**config.mk**
```make
export PLATFORM = sky130hd
export DESIGN_NAME = lsu_ctrl
export DESIGN_NICKNAME = d
export VERILOG_FILES = /design/src/rtl/lsu_pkg.sv /design/src/rtl/lsu_align.sv /design/src/rtl/lsu_ctrl.sv
export SDC_FILE = /design/constraint.sdc
export NUM_CORES = 1
export LEC_CHECK = 0
export ABC_AREA = 0
export CAP_MARGIN = 25
export CORE_MARGIN = 10
export CORE_UTILIZATION = 40
export DETAILED_ROUTE_END_ITERATION = 10
export HOLD_SLACK_MARGIN = 0.1
export PLACE_DENSITY = 0.65
export SYNTH_ARGS = -nofsm -noshare
export SYNTH_HDL_FRONTEND = slang
export SYNTH_HIERARCHICAL = 1
export SYNTH_SLANG_ARGS = --single-unit
```
**constraint.sdc**
```tcl
create_clock -name clk -period 9.32 [get_ports clk]
set_input_delay 0.932 -clock clk [delete_from_list [all_inputs] [get_ports clk]]
set_output_delay 0.932 -clock clk [all_outputs]
set_load 0.005 [all_outputs]
```
**src/rtl/lsu_pkg.sv**
```systemverilog
// Shared constants and types for the load/store controller.
package lsu_pkg;

    localparam int DATA_W = 32;

    localparam logic [2:0] F3_B  = 3'b000;
    localparam logic [2:0] F3_H  = 3'b001;
    localparam logic [2:0] F3_W  = 3'b010;
    localparam logic [2:0] F3_BU = 3'b100;
    localparam logic [2:0] F3_HU = 3'b101;

    typedef enum logic [2:0] {
        S_IDLE   = 3'd0,
        S_LOAD   = 3'd1,
        S_RD_MOD = 3'd2,
        S_WRITE  = 3'd3,
        S_RESP   = 3'd4
    } state_e;

endpackage

```
**src/rtl/lsu_align.sv**
```systemverilog
// Lane extraction/extension for loads and lane merge for sub-word stores.
module lsu_align
    import lsu_pkg::*;
(
    input  logic [2:0]        funct3_i,
    input  logic [1:0]        addr_i,
    input  logic [DATA_W-1:0] word_i,
    input  logic [DATA_W-1:0] wdata_i,
    output logic [DATA_W-1:0] ldata_o,
    output logic [DATA_W-1:0] merged_o
);

    logic [7:0]  byte_w;
    logic [15:0] half_w;

    always_comb begin
        byte_w = word_i[{addr_i, 3'b000} +: 8];
        half_w = addr_i[1] ? word_i[31:16] : word_i[15:0];

        ldata_o = word_i;
        case (funct3_i)
            F3_B:    ldata_o = {{24{byte_w[7]}}, byte_w};
            F3_BU:   ldata_o = {24'd0, byte_w};
            F3_H:    ldata_o = {{16{half_w[15]}}, half_w};
            F3_HU:   ldata_o = {16'd0, half_w};
            default: ldata_o = word_i;
        endcase

        merged_o = wdata_i;
        case (funct3_i)
            F3_B: begin
                merged_o = word_i;
                merged_o[{addr_i, 3'b000} +: 8] = wdata_i[7:0];
            end
            F3_H: begin
                merged_o = word_i;
                merged_o[{addr_i[1], 4'b0000} +: 16] = wdata_i[15:0];
            end
            default: merged_o = wdata_i;
        endcase
    end

endmodule

```
**src/rtl/lsu_ctrl.sv**
```systemverilog
// Byte-addressed load/store front end for a word-wide data memory.
module lsu_ctrl
    import lsu_pkg::*;
#(
    parameter int ADDR_W = 6
) (
    input  logic              clk,
    input  logic              rst_i,
    input  logic              req_valid_i,
    output logic              req_ready_o,
    input  logic              req_we_i,
    input  logic [2:0]        req_funct3_i,
    input  logic [31:0]       req_addr_i,
    input  logic [DATA_W-1:0] req_wdata_i,
    output logic              rsp_valid_o,
    output logic [DATA_W-1:0] rsp_rdata_o,
    output logic              rsp_err_o,
    output logic              mem_rd_en_o,
    output logic              mem_wr_en_o,
    output logic [ADDR_W-1:0] mem_addr_o,
    output logic [DATA_W-1:0] mem_wdata_o,
    input  logic [DATA_W-1:0] mem_rdata_i
);

    localparam int BA_W = ADDR_W + 2;

    state_e            state_q, state_d;
    logic [2:0]        f3_q, f3_d;
    logic [BA_W-1:0]   addr_q, addr_d;
    logic [DATA_W-1:0] wdata_q, wdata_d;
    logic [DATA_W-1:0] rdata_q, rdata_d;
    logic [DATA_W-1:0] merge_q, merge_d;
    logic              err_q, err_d;

    logic [DATA_W-1:0] ldata;
    logic [DATA_W-1:0] merged;
    logic              f3_ok;
    logic              misal;
    logic              oor;
    logic              req_err;

    always_comb begin
        if (req_we_i) begin
            f3_ok = req_funct3_i inside {F3_B, F3_H, F3_W};
        end else begin
            f3_ok = req_funct3_i inside {F3_B, F3_H, F3_W, F3_BU, F3_HU};
        end
        misal = ((req_funct3_i[1:0] == 2'b01) && req_addr_i[0])
              || ((req_funct3_i[1:0] == 2'b10) && (req_addr_i[1:0] != 2'b00));
        oor     = |req_addr_i[31:BA_W];
        req_err = !f3_ok || misal || oor;
    end

    lsu_align u_align (
        .funct3_i (f3_q),
        .addr_i   (addr_q[1:0]),
        .word_i   (mem_rdata_i),
        .wdata_i  (wdata_q),
        .ldata_o  (ldata),
        .merged_o (merged)
    );

    always_ff @(posedge clk or posedge rst_i) begin
        if (rst_i) begin
            state_q <= S_IDLE;
            f3_q    <= '0;
            addr_q  <= '0;
            wdata_q <= '0;
            rdata_q <= '0;
            merge_q <= '0;
            err_q   <= 1'b0;
        end else begin
            state_q <= state_d;
            f3_q    <= f3_d;
            addr_q  <= addr_d;
            wdata_q <= wdata_d;
            rdata_q <= rdata_d;
            merge_q <= merge_d;
            err_q   <= err_d;
        end
    end

    always_comb begin
        state_d     = state_q;
        f3_d        = f3_q;
        addr_d      = addr_q;
        wdata_d     = wdata_q;
        rdata_d     = rdata_q;
        merge_d     = merge_q;
        err_d       = err_q;
        req_ready_o = 1'b0;
        rsp_valid_o = 1'b0;
        rsp_err_o   = 1'b0;
        mem_rd_en_o = 1'b0;
        mem_wr_en_o = 1'b0;
        mem_wdata_o = '0;

        unique case (state_q)
            S_IDLE: begin
                req_ready_o = 1'b1;
                if (req_valid_i) begin
                    f3_d    = req_funct3_i;
                    addr_d  = req_addr_i[BA_W-1:0];
                    wdata_d = req_wdata_i;
                    rdata_d = '0;
                    err_d   = req_err;
                    if (req_err) begin
                        state_d = S_RESP;
                    end else if (!req_we_i) begin
                        state_d = S_LOAD;
                    end else if (req_funct3_i == F3_W) begin
                        state_d = S_WRITE;
                    end else begin
                        state_d = S_RD_MOD;
                    end
                end
            end
            S_LOAD: begin
                mem_rd_en_o = 1'b1;
                rdata_d     = ldata;
                state_d     = S_RESP;
            end
            S_RD_MOD: begin
                mem_rd_en_o = 1'b1;
                merge_d     = merged;
                state_d     = S_WRITE;
            end
            S_WRITE: begin
                mem_wr_en_o = 1'b1;
                mem_wdata_o = (f3_q == F3_W) ? wdata_q : merge_q;
                state_d     = S_RESP;
            end
            S_RESP: begin
                rsp_valid_o = 1'b1;
                rsp_err_o   = err_q;
                state_d     = S_IDLE;
            end
            default: state_d = S_IDLE;
        endcase
    end

    assign rsp_rdata_o = rdata_q;
    assign mem_addr_o  = addr_q[BA_W-1:2];

endmodule

```
==> flow_summary_export.csv <==
group,metric,value,unit
cts,ctsHoldBuffers,0,
detailed_routing,drt-total-wl,23500,um
power,power_frac_clock,0.315,
finish,final_layout_size_suffix_gt1_frac,0.0556,
timing,maxSlewViolCount,0,
grt,grt_start_max_net_pins,72,
power,pwr-share-comb,0.265,
timing,tightest_slew,0.888,ns
power,max-vdd-ir-drop,0.105,mV
logic_synthesis,syn_inst,905,
floorplanning,dieArea,22400,um^2
status,outcome,"completed",
finish,syn2layout_area_growth,31.7,%
logic_synthesis,synth_area_leaders,"dfrtp_1, nand2_1, o21ai_0",
grt,overflow,0,
finish,layoutNonFillerInstCount,1264,
logic_synthesis,synthFlopType,"dfrtp_1",
placed_design,gp_congestion,0.916,
worst_setup_path,required,8.39,ns
hold_path,worst_hold_path_type,"register to register",
placed_design,dpl_worst_slack,6.46,ns
detailed_routing,vias_per_cell,5.37,
logic_synthesis,synth-edff-count,0,
timing,timing.fmax,0.307,GHz
timing,layout_setup_ws,6.07,ns
timing,grt_setup_unrepaired,"false",
detailed_routing,ant_nets,0,
cts,root_buffer,"clkbuf_16",
grt,grt_usage,0.206,
job,cap_viol_max_count,0,
cts,ctsResizeCount,0,
logic_synthesis,yosysWarnings,6,
logic_synthesis,ys_seq_area_frac,0.414,
logic_synthesis,synth_top_area_share,0.414,
worst_setup_path,arrival,2.32,ns
worst_setup_path,end_kind,"primary output",
worst_setup_path,worstSetupStartpointType,"register",
placed_design,portBuffers,177,
logic_synthesis,post_synth.cell_area_avg,7.42,um^2
power,internal-power,878,uW
grt,grt_pass1_wl,36300,um
timing,fin_setup_tns,0,ns
cts,cts.clk_slew.worst_paths,0.07,ns
timing,slew_headroom,0.408,
cts,clockBufferDepth,2,
finish,final_nets,1146,
timing,fin_crit_sh,0.349,
cts,insertion_delay,0.36,ns
power,power,1300,uW
placed_design,dp_cells,1246,
grt,antenna_found_initial,2,
logic_synthesis,synth_area,6710,um^2
cts,cts_htree_levels,3,
logic_synthesis,synth_top_area_cell,"dfrtp_1",
logic_synthesis,synth_nets,1013,
power,p_seq_frac,0.420,
power,leakagePower,0.00400,uW
logic_synthesis,ys_ff_latch,111,
floorplanning,core_area,16500,um^2
timing,hold_violations,0,
grt,grt.met1_usage,0.272,
logic_synthesis,yosys.cell_types.count,56,
detailed_routing,drc,0,
floorplanning,ios,178,
timing,fin_crit,3.25,ns
floorplanning,core.rowCount,47,
worst_setup_path,cp_max_fo,65,
grt,met3_usage,0.0516,
placed_design,dp_hpwl,16700,um
detailed_routing,num_vias,6790,
power,swShare,0.326,
floorplanning,die_h,150,um
logic_synthesis,async_flop_share,1.00,
timing,finalSetupViolCount,0,
floorplanning,dieWidth,150,um
floorplanning,initial_core_util,0.406,
grt,grt_pass1_vias,6352,
timing,skew,0.0109,ns
detailed_routing,drt_iter0_markers,704,
grt,grt_busiest_layer,"met2",
cts,post_cts_buffers,0,
worst_setup_path,crit_type,"register to primary output",
power,power_density,147,nW/um^2
grt,met2_usage,0.321,
cts,cts-buffers-inserted,9,
cts,cts_tree,"done",
power,p_sw,426,uW
detailed_routing,wire_per_inst,18.6,um
cts,clock_sinks,111,
detailed_routing,firstDrtPassIters,5,
-- synthesized netlist by cell type, drive strengths merged, types with 10 or more instances --
| cell type | number |
|---|---|
| nor2 | 46 |
| o21ai | 57 |
| clkbuf | 31 |
| dfrtp | 111 |
| a221oi | 16 |
| mux2i | 14 |
| a221o | 10 |
| a21oi | 49 |
| buf | 37 |
| nor3 | 18 |
| nand2 | 407 |
| a211oi | 15 |
-- cells in the final DEF (no fill, tap or decap), types with 7 or more instances in the layout --
cell	n
a211oi_1	15
a21oi_1	49
a221o_1	10
a221oi_1	15
a22o_1	8
and3_1	8
buf_4	12
clkbuf_16	9
clkdlybuf4s50_1	177
dfrtp_1	111
mux2i_1	14
nand2_1	406
nor2_1	43
nor3_1	17
o21ai_0	52
o221a_2	7
or3_1	7
-- registers in the layout, indices dropped and copies added (netlist names) --
register / cells
merge_q: 32
state_q: 3
f3_q: 3
rsp_rdata_o: 32
addr_q: 8
wdata_q: 32
err_q: 1
-- power by group through the flow --
stage / Sequential (uW) / Clock [uW] / Combinational, uW
final: 547 / 411 / 346
after global routing: 550 / 440 / 382
after CTS: 545 / 421 / 340
after detailed placement: 554 / 0 / 338
after global placement: 554 / 0 / 338
after floorplan: 536 / 0 / 240
-- metal layers --
layer / wire length [um] / vias to the layer above / share of wire
met4: 516 / 2 / 0.022
met3: 2320 / 29 / 0.099
met1: 9980 / 3179 / 0.42
li1: - / 3292 / -
met2: 10700 / 288 / 0.45
met5: 8 / - / 0.00034
-- metrics by stage --
step           instance area (um^2)   util  hold WS [ns]
3_5_place_dp                   8500  0.514         0.462
2_1_floorplan                  6710      -         0.446
6_report                       8840  0.535         0.477
4_1_cts                        8810  0.533         0.481
3_3_place_gp                   8500  0.514         0.458
5_1_grt                        8840  0.535         0.502
-- kinds of logic after synthesis --
| family | after synthesis | synth area share |
|---|---|---|
| adder cells (fa/ha/maj) | 5 | 0.00932 |
| flip-flops | 111 | 0.414 |
| AND/OR/NAND/NOR | 515 | 0.313 |
| multiplexers | 18 | 0.0276 |
| AO/OA/AOI/OAI | 179 | 0.177 |
| buffers and inverters | 77 | 0.0596 |
-- critical path: stages, from the launching register on --
cell and delay [ns]:
dfrtp_1 0.38, nor2b_1 0.25, nor2b_4 0.18, buf_4 0.43, or2_2 0.20, clkdlybuf4s50_1 0.50
-- final timing paths --
check | depth (start not counted) | endpoint | slack [ns] | startpoint
min in group asynchronous | 2 | addr_q[7] | 1.08 | rst_i
setup / recovery | 5 | mem_rd_en_o | 6.07 | state_q[0]
hold / removal | 2 | merge_q[26] | 0.48 | merge_q[26]
hold reg to reg | 2 | merge_q[26] | 0.48 | merge_q[26]
max in group asynchronous | 3 | merge_q[3] | 7.09 | rst_i
setup reg to reg | 8 | merge_q[20] | 6.70 | addr_q[0]
-- layout make-up --
cell class / instances / area [um^2]
Tap cell: 220 / 275
Inverter: 9 / 38.8
Fill cell: 1600 / 7680
Timing Repair Buffer: 190 / 1890
Antenna cell: 1 / 2.50
Multi-Input combinational cell: 717 / 3550
Clock buffer: 11 / 253
Sequential cell: 111 / 2780
Clock inverter: 5 / 61.3
Note: power is estimated with default switching activity, not from simulation.
==> variant 1 (config.mk and constraints unchanged) <==
The parameter `ADDR_W` goes from 6 to 7.
--- a/src/rtl/lsu_ctrl.sv
+++ b/src/rtl/lsu_ctrl.sv
@@ -2,7 +2,7 @@
 module lsu_ctrl
     import lsu_pkg::*;
 #(
-    parameter int ADDR_W = 6
+    parameter int ADDR_W = 7
 ) (
     input  logic              clk,
     input  logic              rst_i,
Ports: changed (resized mem_addr_o); port bits go from 178 to 179. No check against the original RTL was run, so the function may have changed too.
==> variant 1 against the unedited design <==
Synthesized cell count fell by 16%; cell area rose by 1.8%; critical path depth rose by 1; clock skew fell by 0.0021 ns; total power rose by 3.1%; via count fell by 8.4%; sequential cell count rose by 1; routed wire length fell by 4.1%; setup slack got worse by 0.45 ns; area after synthesis rose by 2.3%.
==> variant 1: results (changes against the unedited design) <==
Parameter                              Value

Routing
  Total wirelength of the detailed-routed design ... 22,500 um (-4.1%)
  Routed WL per cell ... 20.1 um (+8.2%)
  Number of vias after detailed routing ... 6,219 (-8.4%)
  TritonRoute pass-1 iters ... 5 (unchanged)
  Iteration-0 DRC Markers ... 561 (-20%)

Clocking
  Clock slew at the register clock pins of the worst setup and hold paths ... 0.07 ns (about the same)
  Worst-skew pair later-pin latency ... 0.35 ns
  Number of instances resized during post-cts repair ... 0 (unchanged)
  Clock root buffer ... clkbuf_16
  Cts bufs inserted ... 9 (unchanged)
  CTS H-tree depth ... 3 (unchanged)
  Buffers from clock root to sink, at most ... 2 (unchanged)
  Buffer count from post-CTS setup fixing ... 0 (unchanged)

Synthesis
  Total of warnings raised by yosys ... 6 (unchanged)
  Synth area leaders ... dfrtp_1 (41%), mux2_2 (10%), nand2_1 (9.9%)
  Part of the Yosys area used for sequential elements ... 0.408 (-0.00555)
  Ys async rst share ... 1.00 (unchanged)
  Most used flip-flop cell after synthesis ... dfrtp_1
  Commonest cells post-synth ... nand2_1 (182), dfrtp_1 (112), mux2_2 (61)
  Post-Syn Instances ... 756 (-16%)
  Number of nets produced by synthesis ... 864 (-15%)
  Cell variety after synth ... 59 (+5.4%)

Worst setup path
  Reg2reg start ... addr_q[1]
  Slack of the worst reg-to-reg path ... 6.56 ns (-0.14 ns)
  Last element of the critical path ... mem_wdata_o[0]
  FF-to-FF End ... merge_q[9]
  Number of cells on the worst reg-to-reg path ... 7 (-1)
  Critical path data arrival time ... 2.78 ns (+0.46 ns)
  CP startpoint ... f3_q[1]
  Worst Path Max Fanout ... 48 (-26%)

GRT
  Gr usage total ... 0.193 (-0.0122)
  Via count of the first global-routing pass ... 6,060 (-4.6%)
  Overflow left after global routing ... 0 (unchanged)
  Wire length of the first global-routing pass ... 34,700 um (-4.2%)
  Largest net degree at the start of global routing ... 63 (-13%)
  Antenna violations before repair ... 1 (-1)

Worst hold path
  Hold Path Depth ... 1 (-1)
  Type of the most critical hold path ... reg2reg

Floorplan
  Initial cell density of the core ... 0.411 (+0.00485)

Power and ir drop
  Cell Pwr Density ... 149 nW/um2 (+1.4%)
  Leakage power summed over all cells ... 0.00367 uW (-8.3%)
  Worst-case vdd ir drop ... 0.120 mV (+14%)

Placement
  Dpl cells ... 1,104 (-11%)
  Half-perimeter wire length of the detailed placement result ... 16,200 um (-2.9%)
  Placement-stage cell area ... 8640 um2 (+1.7%)
  Setup WS pre-CTS ... 5.87 ns (-0.588 ns)
  Final estimated routing congestion in global placement ... 0.837 (-8.6%)
  I/O Buffers ... 178 (+0.56%)

STA
  Period minus WS final ... 3.71 ns (+0.454 ns)
  Worst slew margin ... 0.467 (+0.0590)
  Worst Clk Skew ... 0.00881 ns (-0.00211 ns)

Cells and area
  Fill cells ... 1,587 (-0.81%)
  Final #Nets ... 1,004 (-12%)
  Number of diodes added for antenna fixing ... 0 (-1)
  Share of final-layout standard cells stronger than drive strength 1 ... 0.138 (+0.0820)

Outcome
  Run status ... finished clean
## variant 1: changes by cell type in the layout (fill, tap and decap cells not counted), moves of 2 or more
cell	change
nand2_1	-224
mux2_2	+57
mux2_4	+10
mux2_1	+8
o21ai_0	-5
o21ai_1	+5
buf_4	-2
inv_1	+2
nor3_1	+2
o31ai_1	-2
or3_1	+2
## variant 1: power breakdown
part / internal, uW / total (uW) / switching [uW]
Sequential: 514 / 558 / 44.4
Combinational: 167 / 359 / 192
Clock: 244 / 428 / 184
## variant 1: worst min-delay path by stage
stage	from	endpoint	slack, ns
floorplan	merge_q[11]	merge_q[11]	0.46
global placement	merge_q[15]	merge_q[15]	0.48
detailed placement	merge_q[15]	merge_q[15]	0.48
CTS	merge_q[15]	merge_q[15]	0.49
global route	merge_q[15]	merge_q[15]	0.52
finish	merge_q[15]	merge_q[15]	0.49
## variant 1: critical path, stage by stage, from the launching register on
cell,delay [ns]
dfrtp_1,0.32
buf_4,0.39
and2_1,0.54
buf_4,0.36
nand2_1,0.09
a21oi_1,0.19
clkdlybuf4s50_1,0.54
## variant 1: logic make-up after synthesis
| family | after synthesis | synth area share |
|---|---|---|
| fa+ha+maj | 5 | 0.00911 |
| buf+inv | 73 | 0.0654 |
| mux | 93 | 0.155 |
| compound gates | 181 | 0.174 |
| flops | 112 | 0.408 |
| simple gates | 292 | 0.188 |
## variant 1: layout make-up
type,instances,area share
sequential,112,0.311
clock buffer,10,0.0266
tap,220,0.0306
multi-input combinational,571,0.402
inverter,11,0.00514
timing repair buffer,191,0.214
clock inverter,6,0.0100
## variant 1: per-layer routing
metal,vias up,part of all wire,track usage
li1,2959,-,-
met1,2994,0.43,0.254
met2,240,0.46,0.301
met3,24,0.096,0.0641
met4,2,0.014,0.0467
met5,-,0.00058,0
==> variant 2 (config.mk and constraints unchanged) <==
Made on the original files. Make the reset (`rst_i`) synchronous in one clocked block.
--- a/src/rtl/lsu_ctrl.sv
+++ b/src/rtl/lsu_ctrl.sv
@@ -60,7 +60,7 @@
         .merged_o (merged)
     );
 
-    always_ff @(posedge clk or posedge rst_i) begin
+    always_ff @(posedge clk) begin
         if (rst_i) begin
             state_q <= S_IDLE;
             f3_q    <= '0;
Check against the original RTL: differs if rst_i is asserted again (counterexample within 4 cycles, from zero or initial values and one cycle with rst_i high); with rst_i held inactive, the same outputs for 10 cycles.
==> variant 2 against the unedited design <==
Area after synthesis is 2.8% lower; sequential cell count unchanged; cell area decreased by 3.0%; clock skew down 0.0040 ns; routed wire length is 0.49% higher; total power down 15%; utilization up 0.31 points; setup slack improved by 0.016 ns; sequential share of layout area down 5.5 points; largest cell class unchanged; largest power group unchanged.
==> variant 2: results (changes against the unedited design) <==
Parameter                              Value

Worst setup path
  Number of cells on the worst reg-to-reg path ... 9 (+1)
  FF-to-FF End ... merge_q[23]
  CP startpoint ... state_q[0]
  Slack of the worst reg-to-reg path ... 6.33 ns (-0.37 ns)
  Last element of the critical path ... mem_rd_en_o
  Critical path data arrival time ... 2.31 ns
  Worst Path Max Fanout ... 34 (-48%)
  Reg2reg start ... addr_q[1]

Cells and area
  Final #Nets ... 1,126 (-1.7%)
  Fill cells ... 1,610 (+0.63%)
  Number of diodes added for antenna fixing ... 0 (-1)
  Share of final-layout standard cells stronger than drive strength 1 ... 0.0850 (+0.0294)

Synthesis
  Synth area leader ... dfxtp_1
  Commonest cells post-synth ... nand2_1 (269), a21oi_1 (123), dfxtp_1 (111)
  Synth area leaders ... dfxtp_1 (34%), nand2_1 (15%), a21oi_1 (9.4%)
  Total of warnings raised by yosys ... 6 (unchanged)
  Post-Syn Instances ... 892 (-1.4%)
  Ys async rst share ... 0 (-1.00)
  Number of nets produced by synthesis ... 1,000 (-1.3%)
  Part of the Yosys area used for sequential elements ... 0.340 (-0.0732)

Placement
  Setup WS pre-CTS ... 6.40 ns (-0.0588 ns)
  Half-perimeter wire length of the detailed placement result ... 17,100 um (+2.0%)
  Placement-stage cell area ... 8250 um2 (-2.9%)
  Final estimated routing congestion in global placement ... 0.881 (-3.8%)
  Dpl cells ... 1,221 (-2.0%)

Clocking
  Buffer count from post-CTS setup fixing ... 0 (unchanged)
  Worst-skew pair later-pin latency ... 0.36 ns (about the same)
  Clock root buffer ... clkbuf_16
  Cts bufs inserted ... 9 (unchanged)

Power and ir drop
  Power spent charging and discharging nets ... 332 uW (-22%)
  Worst-case vdd ir drop ... 0.0881 mV (-16%)
  Leakage power summed over all cells ... 0.00289 uW (-28%)

Worst hold path
  Type of the most critical hold path ... reg2reg
  Hold Path Depth ... 2 (unchanged)

Routing
  Number of vias after detailed routing ... 6,799 (+0.13%)
  Routed WL per cell ... 19.1 um (+2.5%)
  Iteration-0 DRC Markers ... 606 (-14%)
  Vias per std cell ... 5.49 (+2.2%)

STA
  Period minus WS final ... 3.24 ns (-0.0165 ns)
  Worst Clk Skew ... 0.00691 ns (-0.00400 ns)
  Worst-margin pin slew ... 0.769 ns (-0.119 ns)

GRT
  Wire length of the first global-routing pass ... 36,800 um (+1.5%)
  Gr usage total ... 0.210 (+0.00413)
  Largest net degree at the start of global routing ... 64 (-11%)
  Via count of the first global-routing pass ... 6,534 (+2.9%)
  Antenna violations before repair ... 1 (-1)

Outcome
  Run status ... finished clean
## variant 2: cell types whose count changed after synthesis, moves of 6 or more
cell	unedited run	this run
buf_6	6	14
a21oi_1	49	123
a22oi_2	0	30
dfrtp_1	111	0
nor2_1	43	78
dfxtp_1	0	111
buf_2	18	12
nand2_1	407	269
o21ai_0	52	23
## variant 2: power groups by stage
stage / registers, uW / clock network [uW] / logic (uW)
final: 503 / 375 / 235
after global routing: 504 / 403 / 255
after CTS: 503 / 382 / 229
after detailed placement: 514 / 0 / 228
after global placement: 513 / 0 / 225
after floorplan: 505 / 0 / 149
## variant 2: final cells by class
type / count / share of cell area
Sequential cell: 111 / 0.259
Clock buffer: 10 / 0.0278
Inverter: 9 / 0.00423
Clock inverter: 6 / 0.00525
Multi-Input combinational cell: 695 / 0.444
Timing Repair Buffer: 192 / 0.229
Tap cell: 216 / 0.0315
## variant 2: kinds of logic after synthesis
logic type / count (synthesis) / share of synthesized area
muxes: 17 / 0.0266
AOI/OAI and AO/OA: 256 / 0.275
and+or+nand+nor: 417 / 0.271
DFF: 111 / 0.340
adders and majority gates: 5 / 0.00959
buffers and inverters: 86 / 0.0769
## variant 2: layer usage
layer	GRT usage	share of wire	vias to the layer above
met5	0	0.00047	-
met1	0.261	0.43	3195
li1	-	-	3342
met4	0.0634	0.019	2
met3	0.0644	0.081	31
met2	0.341	0.47	229
## variant 2: how the worst min path moves through the flow
| stage | startpoint | endpoint | slack (ns) |
|---|---|---|---|
| 2_1_floorplan | merge_q[0] | merge_q[0] | 0.44 |
| 6_report | merge_q[11] | merge_q[11] | 0.46 |
| 5_1_grt | merge_q[19] | merge_q[19] | 0.47 |
| 4_1_cts | merge_q[19] | merge_q[19] | 0.46 |
| 3_3_place_gp | addr_q[3] | addr_q[3] | 0.44 |
| 3_5_place_dp | merge_q[19] | merge_q[19] | 0.45 |
## variant 2: critical path, cell delays in order (launching register included)
cell and delay [ns]:
dfxtp_1 0.52, nor3b_4 0.23, buf_4 0.48, nand2b_1 0.18
clkdlybuf4s50_1 0.51
## variant 2: through the flow
step                      utilization  total power, uW
after floorplan                     -              654
after global placement          0.513              738
after detailed placement        0.518              741
after CTS                       0.535             1110
after global routing            0.538             1160
final                           0.538             1110
